**src/rtl/axi4_lite_pkg.sv**
```systemverilog
// Shared AXI4-Lite definitions: response codes and the channel FSM state
// encodings used by both the master and the register-bank slave.
package axi4_lite_pkg;
  localparam logic [1:0] RESP_OKAY   = 2'b00;
  localparam logic [1:0] RESP_SLVERR = 2'b10;

  typedef enum logic [1:0] {W_IDLE, W_ADDR, W_DATA, W_RESP} wr_state_e;
  typedef enum logic       {R_IDLE, R_DATA}                 rd_state_e;
endpackage

```
**src/rtl/axi4_lite_slave_regs.sv**
```systemverilog
// AXI4-Lite slave terminating the master's bus on a bank of word registers,
// with independent write (AW/W/B) and read (AR/R) FSMs.
module axi4_lite_slave_regs
  import axi4_lite_pkg::*;
#(
  parameter int ADDR_W   = 4,
  parameter int DATA_W   = 32,
  localparam int NUM_REGS = 2 ** (ADDR_W - 2),
  localparam int IDX_W    = ADDR_W - 2
) (
  input  logic                         ACLK,
  input  logic                         ARESET,
  input  logic [ADDR_W-1:0]            AWADDR,
  input  logic                         AWVALID,
  output logic                         AWREADY,
  input  logic [DATA_W-1:0]            WDATA,
  input  logic                         WVALID,
  output logic                         WREADY,
  output logic [1:0]                   BRESP,
  output logic                         BVALID,
  input  logic                         BREADY,
  input  logic [ADDR_W-1:0]            ARADDR,
  input  logic                         ARVALID,
  output logic                         ARREADY,
  output logic [DATA_W-1:0]            RDATA,
  output logic [1:0]                   RRESP,
  output logic                         RVALID,
  input  logic                         RREADY,
  output logic [NUM_REGS*DATA_W-1:0]   slv_reg
);

  wr_state_e          wstate;
  rd_state_e          rstate;
  logic [DATA_W-1:0]  regs [NUM_REGS];
  logic [IDX_W-1:0]   aidx;
  logic [DATA_W-1:0]  wdat;
  logic [DATA_W-1:0]  rdata_q;

  logic [IDX_W-1:0] aw_idx, ar_idx;
  logic             aw_hs, w_hs, ar_hs;
  logic             unused_lsb;

  assign aw_idx     = AWADDR[ADDR_W-1:2];
  assign ar_idx     = ARADDR[ADDR_W-1:2];
  assign unused_lsb = ^{AWADDR[1:0], ARADDR[1:0]};

  // Readies and valids decode from state only; reset forces them low even
  // before the first reset edge has been seen.
  assign AWREADY = !ARESET && (wstate == W_IDLE || wstate == W_DATA);
  assign WREADY  = !ARESET && (wstate == W_IDLE || wstate == W_ADDR);
  assign BVALID  = !ARESET && (wstate == W_RESP);
  assign ARREADY = !ARESET && (rstate == R_IDLE);
  assign RVALID  = !ARESET && (rstate == R_DATA);
  assign RDATA   = ARESET ? '0 : rdata_q;
  assign BRESP   = RESP_OKAY;
  assign RRESP   = RESP_OKAY;

  assign aw_hs = AWVALID && AWREADY;
  assign w_hs  = WVALID  && WREADY;
  assign ar_hs = ARVALID && ARREADY;

  always_ff @(posedge ACLK) begin
    if (ARESET) begin
      wstate  <= W_IDLE;
      rstate  <= R_IDLE;
      aidx    <= '0;
      wdat    <= '0;
      rdata_q <= '0;
      for (int i = 0; i < NUM_REGS; i++) regs[i] <= '0;
    end else begin
      case (wstate)
        W_IDLE: begin
          if (aw_hs && w_hs) begin
            regs[aw_idx] <= WDATA;
            wstate       <= W_RESP;
          end else if (aw_hs) begin
            aidx   <= aw_idx;
            wstate <= W_ADDR;
          end else if (w_hs) begin
            wdat   <= WDATA;
            wstate <= W_DATA;
          end
        end
        W_ADDR: if (w_hs) begin
          regs[aidx] <= WDATA;
          wstate     <= W_RESP;
        end
        W_DATA: if (aw_hs) begin
          regs[aw_idx] <= wdat;
          wstate       <= W_RESP;
        end
        W_RESP: if (BREADY) wstate <= W_IDLE;
        default: wstate <= W_IDLE;
      endcase

      // Same-edge read of a register being written returns the old value.
      case (rstate)
        R_IDLE: if (ar_hs) begin
          rdata_q <= regs[ar_idx];
          rstate  <= R_DATA;
        end
        R_DATA: if (RREADY) rstate <= R_IDLE;
        default: rstate <= R_IDLE;
      endcase
    end
  end

  genvar g;
  generate
    for (g = 0; g < NUM_REGS; g++) begin : g_flat
      assign slv_reg[g*DATA_W +: DATA_W] = regs[g];
    end
  endgenerate

endmodule

```
**config.mk**
```make
export PLATFORM = sky130hd
export DESIGN_NAME = axi4_lite_slave_regs
export DESIGN_NICKNAME = d
export VERILOG_FILES = /design/src/rtl/axi4_lite_pkg.sv /design/src/rtl/axi4_lite_slave_regs.sv
export SDC_FILE = /design/constraint.sdc
export NUM_CORES = 1
export LEC_CHECK = 0
export BUFFER_PORTS_ARGS = -buffer_cell sky130_fd_sc_hd__buf_2
export CORE_MARGIN = 8
export CORE_UTILIZATION = 50
export CTS_BUF_LIST = sky130_fd_sc_hd__clkbuf_2
export DETAILED_ROUTE_END_ITERATION = 16
export PLACE_DENSITY = 0.76
export SETUP_SLACK_MARGIN = 0.1
export SYNTH_ARGS = -nofsm -noshare
export SYNTH_HDL_FRONTEND = slang
export SYNTH_SLANG_ARGS = --single-unit
```
**constraint.sdc**
```tcl
create_clock -name ACLK -period 6.14 [get_ports ACLK]
set_clock_uncertainty 0.15 [all_clocks]
set_input_delay 0.921 -clock ACLK [delete_from_list [all_inputs] [get_ports ACLK]]
set_output_delay 0.921 -clock ACLK [all_outputs]
set_load 0.1 [all_outputs]
```
==> impl_metrics.toml <==
[floorplan]
rows = 47
die_y_um = 147
die-area_um2 = 21500
die_x_um = 147
io_pins = 216
start_util_pct = 51.2
fp.coreArea_um2 = 16600

[global_route]
grt_antenna_before_repair = 2
grt_pass1_vias = 6206
grt_pass1_wl_mm = 34.3
overflow = 0
track_usage_pct = 20.5
grt_max_degree = 74

[setup_path]
reg2reg_slack_ns = 2.62
worstSetupStartpointType = "flop"
path_class = "flop to flop"
r2r_end = "regs[0][7]"
critical_path_required_ns = 6.24
r2r_cells = 6
worstPathMaxFanout = 33
crit_start = "wstate[1]"
critPathArrivalTime_ns = 3.62
crit_path_end_kind = "flop"
reg2reg_from = "wstate[1]"

[yosys]
avgSynthCellArea_um2 = 12.8
synth_top_area_share_pct = 45.1
yosys_warnings = 0
yosysSeqAreaShare_pct = 61.3
yosysTopAreaCell = "edfxtp_1"
synth_area_leaders = "edfxtp_1, dfxtp_1, mux4_2"
ys.flop_type = "edfxtp_1"
synth.distinct_cells = 43
syn_inst = 664
synthTopCellsByCount = "edfxtp_1, nor2_1, nand2_1"
synth_area_um2 = 8520
synth_edf_count = 128
yosysMostFrequentCell = "edfxtp_1"
synthArstFlopShare_pct = 0
ys_seq_elements = 197

[pwr]
ir_worst_vdd_v = 0.000254
p_per_area_nw_per_um2 = 365
leakage_nw = 4.28

[route]
first_iter_violations = 329
wl_mm = 22.1
vias = 5922
vias_per_cell = 5.46
ant_nets = 0
drc = 0
first_pass_iters = 5
wl_per_cell_um = 20.4

[placed_design]
gp_congestion = 0.754
port_buffers = 207
dp_slack_ns = 2.19
dpl.hpwl_mm = 14.2

[timing]
finalSetupViolations = 0
max_freq_mhz = 284
hold_viol_final = 0
final_max_slew_viol_count = 0
finalWorstSetupSlack_ns = 2.62
period_share_pct = 57.3
relSlewSlack_pct = 23.1
setup_tns_ns = 0
period_needed_ns = 3.52
rsz0062_at_grt = "no"
worst_slew_pin_slew_ns = 1.15

[hold_path]
min_path_type = "input port to flop"
whs_path_depth = 3
min_from = "WDATA[5]"
whs_endpoint = "wdat[5]"

[cts]
clkSinkCount = 197
cts_resized = 0
htree_levels = 4
path_clk_slew_ns = 0.30
cts_root_buf = "clkbuf_2"
cts_tree = "built"
cts_buffer_depth = 2
cts-buffers-inserted = 17
clkLatencyLatePin_ns = 0.76
postCtsHoldBufs = 0
postCtsSetupBuffers = 0

[finish]
multi_input_area_um2 = 3060
nets = 903
fill_cells = 1384
regArea_um2 = 5230
drive_gt1_share_pct = 38.0
area_delta_synth_final_pct = 16.1

[job]
cap_violations = 0

[status]
outcome = "completed"
## layout make-up
cell class                      count  share of cell area [%]
Antenna cell                        1                  0.0253
Clock buffer                       20                    1.01
Clock inverter                     12                    1.45
Inverter                            5                   0.190
Multi-Input combinational cell    418                    30.9
Sequential cell                   197                    52.8
Tap cell                          220                    2.78
Timing Repair Buffer              212                    10.8
## cells by family (layout without fill, tap and decap cells)
logic type,after synthesis,count (layout),share of synthesized area (%)
compound gates,47,47,3.33
fa+ha+maj,5,5,0.734
buf+inv,52,249,3.48
flops,197,197,61.3
mux,98,98,16.8
other cells,1,5,0.0440
simple gates,264,264,14.3
## per-layer routing
layer  wire [um]  global-route usage (%)  vias to the layer above  part of all wire [%]
li1            -                       -                     2724                     -
met1        8900                    24.2                     2935                    40
met2       11200                    35.6                      232                    50
met3        1650                    5.32                       29                   7.4
met4         403                    6.90                        2                   1.8
met5           8                       0                        -                 0.036
## state kept, by name, summed over array words and instances, names as in the netlist
name     cells
wstate       2
aidx         2
rdata_q     32
wdat        32
regs       128
rstate       1
## report_power, final
| part | internal [mW] | switching [mW] |
|---|---|---|
| clock | 0.200 | 0.454 |
| combinational | 0.254 | 1.09 |
| sequential | 1.56 | 0.0627 |
| total | 2.01 | 1.60 |
## cells in the final DEF, fill, tap and decap left out, types with 4 or more instances in the layout
cell	n
buf_4	5
clkbuf_2	20
edfxtp_1	128
mux2_2	32
mux4_2	32
ha_1	5
buf_2	207
nor3_1	16
nor2b_1	36
nor2_1	114
inv_1	4
nand2_1	66
conb_1	4
dfxtp_1	69
nand2_2	4
nand3_1	4
mux2i_1	31
a21oi_1	34
## per-stage QoR
stage / std cells / hold WS [ns] / cell area [um^2] / power, mW / utilization (%)
floorplan: 667 / 0.286 / 8540 / 2.76 / -
global placement: 1052 / 0.291 / 9650 / 2.98 / 58.0
detailed placement: 1052 / 0.296 / 9650 / 2.99 / 58.0
CTS: 1084 / 0.143 / 9900 / 3.64 / 59.5
global route: 1085 / 0.134 / 9900 / 3.75 / 59.5
finish: 1085 / 0.214 / 9900 / 3.62 / 59.5
## critical path, stage by stage (launching register included)
cell and delay [ns]:
dfxtp_1 0.40, inv_1 0.11, ha_1 0.27, nand3b_2 0.19, nor3b_1 0.21, o211ai_4 0.89, nand2_2 0.83
## how the worst max path moves through the flow
stage                        endpoint  slack, ns  depth (start not counted)
after floorplan                BVALID       2.31                          4
after global placement    regs[0][17]       2.23                          5
after detailed placement  regs[0][18]       2.19                          5
after CTS                  regs[0][7]       2.58                          6
after global routing       regs[0][7]       2.41                          6
final                      regs[0][7]       2.62                          6
Power figures use the tool's default switching activity.
